===== config.mk =====
export PLATFORM = sky130hd
export DESIGN_NAME = mem_bus_arbiter_flat
export DESIGN_NICKNAME = d
export VERILOG_FILES = /design/src/rtl/mem_bus_arbiter_if.sv /design/src/rtl/mem_bus_arbiter.sv /design/src/flat_wrapper.sv
export SDC_FILE = /design/constraint.sdc
export NUM_CORES = 1
export LEC_CHECK = 0
export CAP_MARGIN = 20
export CORE_AREA = 10 10 115 117
export CTS_BUF_LIST = sky130_fd_sc_hd__clkbuf_4 sky130_fd_sc_hd__clkbuf_8
export DETAILED_ROUTE_END_ITERATION = 10
export DIE_AREA = 0 0 125 127
export DONT_BUFFER_PORTS = 1
export GPL_TIMING_DRIVEN = 0
export PLACE_DENSITY = 0.71
export SLEW_MARGIN = 20
export SYNTH_ARGS = -nofsm -noshare
export SYNTH_HDL_FRONTEND = slang
export SYNTH_SLANG_ARGS = --single-unit

===== constraint.sdc =====
create_clock -name clk -period 6.1 [get_ports clk]
set_input_delay 1.22 -clock clk [delete_from_list [all_inputs] [get_ports clk]]
set_output_delay 1.22 -clock clk [all_outputs]
set_load 0.02 [all_outputs]

===== src/rtl/mem_bus_arbiter_if.sv =====
// rtl/mem_bus_arbiter_if.sv - requester, RAM and VGA signal bundle for mem_bus_arbiter
interface mem_bus_arbiter_if #(
    parameter int WORD_SIZE = 32
);
    logic                 req0;
    logic                 req1;
    logic [WORD_SIZE-1:0] addr0;
    logic [WORD_SIZE-1:0] addr1;
    logic [1:0]           wmode0;
    logic [1:0]           wmode1;
    logic [WORD_SIZE-1:0] wdata0;
    logic [WORD_SIZE-1:0] wdata1;
    logic                 ack0;
    logic                 ack1;
    logic [WORD_SIZE-1:0] rdata;
    logic                 err;
    logic [WORD_SIZE-1:0] ram_address;
    logic [1:0]           ram_write_mode;
    logic [WORD_SIZE-1:0] ram_wdata;
    logic [WORD_SIZE-1:0] ram_rdata;
    logic                 ram_done;
    logic                 ram_align_error;
    logic                 vga_write_en;
    logic [12:0]          vga_write_address;
    logic [WORD_SIZE-1:0] vga_input_data;

    // slave: the arbiter; master: requesters plus the RAM/VGA blocks around it
    modport slave (
        input  req0, req1, addr0, addr1, wmode0, wmode1, wdata0, wdata1,
        input  ram_rdata, ram_done, ram_align_error,
        output ack0, ack1, rdata, err,
        output ram_address, ram_write_mode, ram_wdata,
        output vga_write_en, vga_write_address, vga_input_data
    );

    modport master (
        output req0, req1, addr0, addr1, wmode0, wmode1, wdata0, wdata1,
        output ram_rdata, ram_done, ram_align_error,
        input  ack0, ack1, rdata, err,
        input  ram_address, ram_write_mode, ram_wdata,
        input  vga_write_en, vga_write_address, vga_input_data
    );
endinterface


===== src/rtl/mem_bus_arbiter.sv =====
// rtl/mem_bus_arbiter.sv - two-port round-robin arbiter for RAM and VGA write port
// Optional write-done timeout enabled by defining ARB_TIMEOUT_EN.
module mem_bus_arbiter #(
    parameter int                   WORD_SIZE      = 32,
    parameter logic [WORD_SIZE-1:0] VGA_BASE       = 32'h00070000,
    parameter int                   RAM_RD_LATENCY = 2,
    parameter int                   TIMEOUT_CYCLES = 16
) (
    input logic              clk,
    input logic              rst,
    mem_bus_arbiter_if.slave bus
);
    typedef enum logic [2:0] {IDLE, ISSUE, RD_WAIT, WR_WAIT, VGA_WR, RESP} state_t;

    localparam logic [2:0] RD_CNT_INIT = 3'(RAM_RD_LATENCY - 1);

    state_t               state;
    state_t               state_next;
    logic                 last_grant;
    logic                 grant;
    logic                 grant_next;
    logic [WORD_SIZE-1:0] addr_q;
    logic [WORD_SIZE-1:0] wdata_q;
    logic [1:0]           wmode_q;
    logic [2:0]           rd_cnt;
    logic [WORD_SIZE-1:0] rdata_q;
    logic                 err_q;
    logic                 is_vga;
    logic                 is_write;
    logic                 wr_timeout;

    assign is_vga    = addr_q >= VGA_BASE;
    assign is_write  = wmode_q != 2'd0;
    assign bus.rdata = rdata_q;
    assign bus.err   = err_q;

`ifdef ARB_TIMEOUT_EN
    localparam int              TO_W    = $clog2(TIMEOUT_CYCLES + 1);
    localparam logic [TO_W-1:0] TO_LAST = TO_W'(TIMEOUT_CYCLES - 1);

    logic [TO_W-1:0] to_cnt;

    assign wr_timeout = (state == WR_WAIT) && (to_cnt == TO_LAST);

    always_ff @(posedge clk or negedge rst) begin
        if (!rst) begin
            to_cnt <= '0;
        end else if (state != WR_WAIT) begin
            to_cnt <= '0;
        end else if (!bus.ram_done && !wr_timeout) begin
            to_cnt <= to_cnt + 1'b1;
        end
    end
`else
    assign wr_timeout = 1'b0;
`endif

    always_comb begin
        state_next            = state;
        grant_next            = grant;
        bus.ack0              = 1'b0;
        bus.ack1              = 1'b0;
        bus.ram_address       = '0;
        bus.ram_write_mode    = 2'd0;
        bus.ram_wdata         = '0;
        bus.vga_write_en      = 1'b0;
        bus.vga_write_address = 13'd0;
        bus.vga_input_data    = '0;
        case (state)
            IDLE: begin
                if (bus.req0 || bus.req1) begin
                    // on a tie the port that did not win last time goes first
                    grant_next = (bus.req0 && bus.req1) ? ~last_grant : bus.req1;
                    state_next = ISSUE;
                end
            end
            ISSUE: begin
                if (is_vga) begin
                    state_next = is_write ? VGA_WR : RESP;
                end else begin
                    bus.ram_address    = addr_q;
                    bus.ram_write_mode = wmode_q;
                    bus.ram_wdata      = is_write ? wdata_q : '0;
                    state_next         = is_write ? WR_WAIT : RD_WAIT;
                end
            end
            RD_WAIT: begin
                bus.ram_address = addr_q;
                if (rd_cnt == 3'd0) state_next = RESP;
            end
            WR_WAIT: begin
                bus.ram_address = addr_q;
                bus.ram_wdata   = wdata_q;
                if (bus.ram_done || wr_timeout) begin
                    state_next = RESP;
                end else begin
                    bus.ram_write_mode = wmode_q;
                end
            end
            VGA_WR: begin
                bus.vga_write_en      = 1'b1;
                bus.vga_write_address = addr_q[12:0];
                bus.vga_input_data    = wdata_q;
                state_next            = RESP;
            end
            RESP: begin
                bus.ack0   = ~grant;
                bus.ack1   = grant;
                state_next = IDLE;
            end
            default: state_next = IDLE;
        endcase
    end

    always_ff @(posedge clk or negedge rst) begin
        if (!rst) begin
            state      <= IDLE;
            last_grant <= 1'b1;
            grant      <= 1'b0;
            addr_q     <= '0;
            wdata_q    <= '0;
            wmode_q    <= 2'd0;
            rd_cnt     <= 3'd0;
            rdata_q    <= '0;
            err_q      <= 1'b0;
        end else begin
            state <= state_next;
            case (state)
                IDLE: begin
                    if (state_next == ISSUE) begin
                        grant      <= grant_next;
                        last_grant <= grant_next;
                        addr_q     <= grant_next ? bus.addr1 : bus.addr0;
                        wmode_q    <= grant_next ? bus.wmode1 : bus.wmode0;
                        wdata_q    <= grant_next ? bus.wdata1 : bus.wdata0;
                        err_q      <= 1'b0;
                    end
                end
                ISSUE: begin
                    rd_cnt <= RD_CNT_INIT;
                    // reads have no VGA read path
                    if (is_vga && !is_write) begin
                        err_q   <= 1'b1;
                        rdata_q <= '0;
                    end
                end
                RD_WAIT: begin
                    if (rd_cnt == 3'd0) begin
                        rdata_q <= bus.ram_rdata;
                        err_q   <= bus.ram_align_error;
                    end else begin
                        rd_cnt <= rd_cnt - 3'd1;
                    end
                end
                WR_WAIT: begin
                    if (bus.ram_done) begin
                        err_q <= bus.ram_align_error;
                    end else if (wr_timeout) begin
                        err_q <= 1'b1;
                    end
                end
                default: ;
            endcase
        end
    end
endmodule


===== src/flat_wrapper.sv =====
// flat-port wrapper written by rule: the top's interface ports become plain ports
module mem_bus_arbiter_flat 
#(
    parameter int                   WORD_SIZE      = 32,
    parameter logic [WORD_SIZE-1:0] VGA_BASE       = 32'h00070000,
    parameter int                   RAM_RD_LATENCY = 2,
    parameter int                   TIMEOUT_CYCLES = 16
)
  (clk, rst, bus_req0, bus_req1, bus_addr0, bus_addr1, bus_wmode0, bus_wmode1, bus_wdata0, bus_wdata1, bus_ram_rdata, bus_ram_done, bus_ram_align_error, bus_ack0, bus_ack1, bus_rdata, bus_err, bus_ram_address, bus_ram_write_mode, bus_ram_wdata, bus_vga_write_en, bus_vga_write_address, bus_vga_input_data);
  mem_bus_arbiter_if #(.WORD_SIZE(WORD_SIZE)) bus_i ();
  input logic clk;
  input logic rst;
  input wire logic [$bits(bus_i.req0)-1:0] bus_req0;
  input wire logic [$bits(bus_i.req1)-1:0] bus_req1;
  input wire logic [$bits(bus_i.addr0)-1:0] bus_addr0;
  input wire logic [$bits(bus_i.addr1)-1:0] bus_addr1;
  input wire logic [$bits(bus_i.wmode0)-1:0] bus_wmode0;
  input wire logic [$bits(bus_i.wmode1)-1:0] bus_wmode1;
  input wire logic [$bits(bus_i.wdata0)-1:0] bus_wdata0;
  input wire logic [$bits(bus_i.wdata1)-1:0] bus_wdata1;
  input wire logic [$bits(bus_i.ram_rdata)-1:0] bus_ram_rdata;
  input wire logic [$bits(bus_i.ram_done)-1:0] bus_ram_done;
  input wire logic [$bits(bus_i.ram_align_error)-1:0] bus_ram_align_error;
  output wire logic [$bits(bus_i.ack0)-1:0] bus_ack0;
  output wire logic [$bits(bus_i.ack1)-1:0] bus_ack1;
  output wire logic [$bits(bus_i.rdata)-1:0] bus_rdata;
  output wire logic [$bits(bus_i.err)-1:0] bus_err;
  output wire logic [$bits(bus_i.ram_address)-1:0] bus_ram_address;
  output wire logic [$bits(bus_i.ram_write_mode)-1:0] bus_ram_write_mode;
  output wire logic [$bits(bus_i.ram_wdata)-1:0] bus_ram_wdata;
  output wire logic [$bits(bus_i.vga_write_en)-1:0] bus_vga_write_en;
  output wire logic [$bits(bus_i.vga_write_address)-1:0] bus_vga_write_address;
  output wire logic [$bits(bus_i.vga_input_data)-1:0] bus_vga_input_data;
  assign bus_i.req0 = bus_req0;
  assign bus_i.req1 = bus_req1;
  assign bus_i.addr0 = bus_addr0;
  assign bus_i.addr1 = bus_addr1;
  assign bus_i.wmode0 = bus_wmode0;
  assign bus_i.wmode1 = bus_wmode1;
  assign bus_i.wdata0 = bus_wdata0;
  assign bus_i.wdata1 = bus_wdata1;
  assign bus_i.ram_rdata = bus_ram_rdata;
  assign bus_i.ram_done = bus_ram_done;
  assign bus_i.ram_align_error = bus_ram_align_error;
  assign bus_ack0 = bus_i.ack0;
  assign bus_ack1 = bus_i.ack1;
  assign bus_rdata = bus_i.rdata;
  assign bus_err = bus_i.err;
  assign bus_ram_address = bus_i.ram_address;
  assign bus_ram_write_mode = bus_i.ram_write_mode;
  assign bus_ram_wdata = bus_i.ram_wdata;
  assign bus_vga_write_en = bus_i.vga_write_en;
  assign bus_vga_write_address = bus_i.vga_write_address;
  assign bus_vga_input_data = bus_i.vga_input_data;
  mem_bus_arbiter #(.WORD_SIZE(WORD_SIZE), .VGA_BASE(VGA_BASE), .RAM_RD_LATENCY(RAM_RD_LATENCY), .TIMEOUT_CYCLES(TIMEOUT_CYCLES)) u_core (.clk(clk), .rst(rst), .bus(bus_i));
endmodule

==> out/qor.csv, run 1 <==
stage;metric;value;unit
timing;Final Cycle Share;0.686;
worst_hold_path;Hold Crit Class;reg2reg;
clocking;Max H-tree Level;3;
layout;Util after Layout;0.550;
power;Peak VDD IR;0.000261;V
global_route;total congestion overflow;0;
die;Die H;127;um
die;Initial Util;0.514;
layout;footprint of the multi-input gates;0.00280;mm^2
worst_hold_path;HP Start;u_core.addr_q[15];
worst_setup_path;CP required;4.88;ns
timing;Setup TNS;0;ns
clocking;Setup Buffers After CTS;0;
place;gpl congestion;0.875;
layout;register area;0.00268;mm^2
global_route;gr usage total;0.231;
timing;Fin. Hold Viols;0;
detailed_routing;ANT nets after route;0;
yosys;async set or reset register ratio after synthesis;1.00;
worst_setup_path;critical path data arrival time;2.97;ns
layout;Synth-to-Final Area Change;7.05;%
timing;Rel. slew slack;0.443;
timing;RSZ-0062 raised after global routing;false;
job;max_cap viols;0;
die;Top-Level Pins;317;
clocking;clock latency on the worst-skew pair;0.37;ns
yosys;area leader, netlist;dfrtp_1;
worst_setup_path;Critical Path Sink Type;primary output;
detailed_routing;WL/cell;24.4;um
worst_setup_path;Critical Path Start Type;register;
yosys;syn_nets;807;
yosys;Yosys warning total;0;
global_route;pin count of the biggest net entering global routing;108;
detailed_routing;TritonRoute pass-1 iters;5;
clocking;root buffer cell;clkbuf_8;
layout;Antenna Cells;0;
die;core area;0.0111;mm^2
timing;Fmax;239;MHz
yosys;synthesized area per cell;9.01;um^2
worst_setup_path;Worst R2R Setup Slack;3.31;ns
layout;# fillers;999;
yosys;ys flop type;dfrtp_1;
place;placed insts;777;
die;die width;125;um
clocking;Clk pin slew, worst setup/hold paths;0.10;ns
yosys;#FFs+latches synth;107;
yosys;register area share after synthesis;0.469;
place;port bufs;0;
place;DPL Wire Length;15400;um
timing;Final Skew;0.00756;ns
worst_setup_path;Worst R2R Start;u_core.addr_q[30];
power;leakage power;2.83;nW
yosys;Synth Instances;634;
clocking;CTS Buf Count;9;
clocking;CTS tree;done;
clocking;CTS Sinks;107;
yosys;Cell variety after synth;39;
worst_setup_path;WS Path Type;reg2out;
status;status;complete, no violations;
detailed_routing;Via density;5.88;
yosys;largest cells by area after synthesis;dfrtp_1 (46%), and2_1 (12%), mux2i_1 (12%);
yosys;top cell type's share of synthesized area;0.464;
worst_setup_path;peak fanout along the critical path;10;
timing;Max Slew Vio Count;0;
worst_hold_path;worst hold path depth;2;
layout;Final Net Count;818;
clocking;CTS Hold Bufs;0;
layout;layout cells sized above 1;0.0477;
timing;crit path time final;4.19;ns
yosys;EDFF count, synth;0;
yosys;Netlist Area Pre-Place;0.00572;mm^2
detailed_routing;DR iter-0 viols;342;
layout;fin cells;793;
global_route;vias in the first global route;4981;
detailed_routing;final wirelength;19300;um
clocking;Longest Clk Path Bufs;2;
detailed_routing;DRC violations left;0;
worst_hold_path;Hold Path End;u_core.addr_q[15];
global_route;global-route wire length before repair;29300;um
timing;Final setup viols;0;
power;Pwr Density;574;mW/mm^2
worst_setup_path;reg-to-reg endpoint;u_core.bus.rdata[23];
timing;Worst Max-Slew Pin Slew;0.830;ns
detailed_routing;vias post-DR;4666;
global_route;initial antenna violation count;0;
die;row count;39;
die;Die Area;0.0159;mm^2
worst_setup_path;Worst R2R Path Depth;10;
clocking;post_cts resized;0;
through the flow:
step | power [mW] | area [um^2] | setup WS (ns) | hold slack [ns]
3_5_place_dp | 3.06 | 5890 | 2.14 | 0.476
5_1_grt | 3.78 | 6120 | 1.60 | 0.497
2_1_floorplan | 2.60 | 5720 | 3.10 | 0.442
3_3_place_gp | 2.98 | 5890 | 2.13 | 0.456
4_1_cts | 3.54 | 6120 | 1.71 | 0.502
6_report | 3.51 | 6120 | 1.91 | 0.500
routing by layer:
layer  wire length (um)  global-route usage  part of all wire  up-vias
met3               1710              0.0761             0.089       21
met4                341              0.0799             0.018        0
met2               9810               0.396              0.51      254
li1                   -                   -                 -     2122
met5                  0                   0                 0        -
met1               7470               0.268              0.39     2269
registers in the layout, indices dropped and copies added (netlist names):
| register | count |
|---|---|
| u_core.last_grant | 1 |
| u_core.grant | 1 |
| u_core.state | 3 |
| u_core.bus.rdata | 32 |
| u_core.rd_cnt | 3 |
| u_core.bus.err | 1 |
| u_core.wdata_q | 32 |
| u_core.addr_q | 32 |
| u_core.wmode_q | 2 |
final cells by class:
type | count | share of cell area
tap | 143 | 0.0292
sequential | 107 | 0.438
multi-input combinational | 474 | 0.457
buffer | 46 | 0.0348
clock buffer | 9 | 0.0202
inverter | 7 | 0.00429
clock inverter | 7 | 0.0164
cell usage in the layout (no fill, tap or decap), drive strengths merged, types with 3 or more instances in the layout:
master	count
nand2	137
and2	109
dfrtp	106
o21ai	104
mux2i	67
clkbuf	45
buf	10
nor2	8
inv	8
nor2b	5
nand2b	5
a21oi	5
nor3	4
nor4	3
ha	3
clkinvlp	3
cells in the mapped netlist, drive strengths merged, types with 2 or more instances:
| cell type | count |
|---|---|
| nor4 | 3 |
| nand2b | 5 |
| a22oi | 2 |
| o41ai | 2 |
| nand2 | 137 |
| dfrtp | 106 |
| and2 | 109 |
| o21ai | 104 |
| nor2 | 8 |
| buf | 10 |
| a21oi | 5 |
| inv | 7 |
| a31oi | 2 |
| clkbuf | 36 |
| nor2b | 5 |
| nand3b | 2 |
| o2111a | 2 |
| mux2i | 67 |
| ha | 3 |
| nand3 | 2 |
| nor3 | 4 |
cells by family after synthesis:
group | Yosys count | share of synthesized area
mux | 68 | 0.119
buf+inv | 53 | 0.0418
fa+ha+maj | 3 | 0.00657
simple gates | 279 | 0.243
compound gates | 124 | 0.121
flops | 107 | 0.469
how the worst max path moves through the flow:
stage | startpoint | to | slack (ns) | cells after the start
after floorplan | u_core.addr_q[30] | bus_ram_wdata[0] | 3.10 | 5
after global placement | u_core.addr_q[30] | bus_ram_wdata[30] | 2.13 | 5
after detailed placement | u_core.addr_q[30] | bus_ram_wdata[30] | 2.14 | 5
after CTS | u_core.addr_q[30] | bus_ram_wdata[30] | 1.71 | 5
after global routing | u_core.addr_q[30] | bus_ram_wdata[30] | 1.60 | 5
final | u_core.addr_q[30] | bus_ram_wdata[30] | 1.91 | 5
worst max-delay path: stages (launching register included):
cell,delay [ns]
dfrtp_1,0.42
nor4_1,0.35
nand3_1,0.28
o41ai_2,0.69
clkbuf_1,0.49
and2_1,0.37
power by group:
part | internal [mW] | switching [mW] | total (mW)
Clock | 0.233 | 0.246 | 0.479
Combinational | 0.559 | 1.04 | 1.60
Sequential | 1.05 | 0.385 | 1.43
(Power assumes the default switching activity.)
==> run 2: changes to the inputs <==
Clock period 6.1 ns to 4.23 ns, I/O delays scaled along.
==> results of run 2 <==
Same layout as run 1 (identical final DEF). Status: complete, no violations.
Main changes from that run: setup slack after placement 2.14 ns -> 0.639 ns; setup slack after layout 1.91 ns -> 0.416 ns; hold slack 0.500 ns -> 0.158 ns; register-to-register setup slack 3.31 ns -> 1.44 ns; total power 3.51 mW -> 5.06 mW; worst IR drop on VDD 0.000261 V -> 0.000376 V
==> run 3: changes to the inputs <==
--- a/config.mk
+++ b/config.mk
@@ -15,3 +15,3 @@
 export PLACE_DENSITY = 0.71
-export SLEW_MARGIN = 20
+export SLEW_MARGIN = 10
 export SYNTH_ARGS = -nofsm -noshare
--- a/constraint.sdc
+++ b/constraint.sdc
@@ -3,2 +3,2 @@
 set_output_delay 0.846 -clock clk [all_outputs]
-set_load 0.02 [all_outputs]
+set_load 0.05 [all_outputs]
==> results of run 3 <==
Same layout as run 1 (identical final DEF). Status: complete, no violations.
Main changes from that run: setup slack after placement 2.14 ns -> 0.442 ns; setup slack after layout 1.91 ns -> 0.219 ns; hold slack 0.500 ns -> 0.158 ns; register-to-register setup slack 3.31 ns -> 1.44 ns; total power 3.51 mW -> 5.82 mW; worst IR drop on VDD 0.000261 V -> 0.000401 V
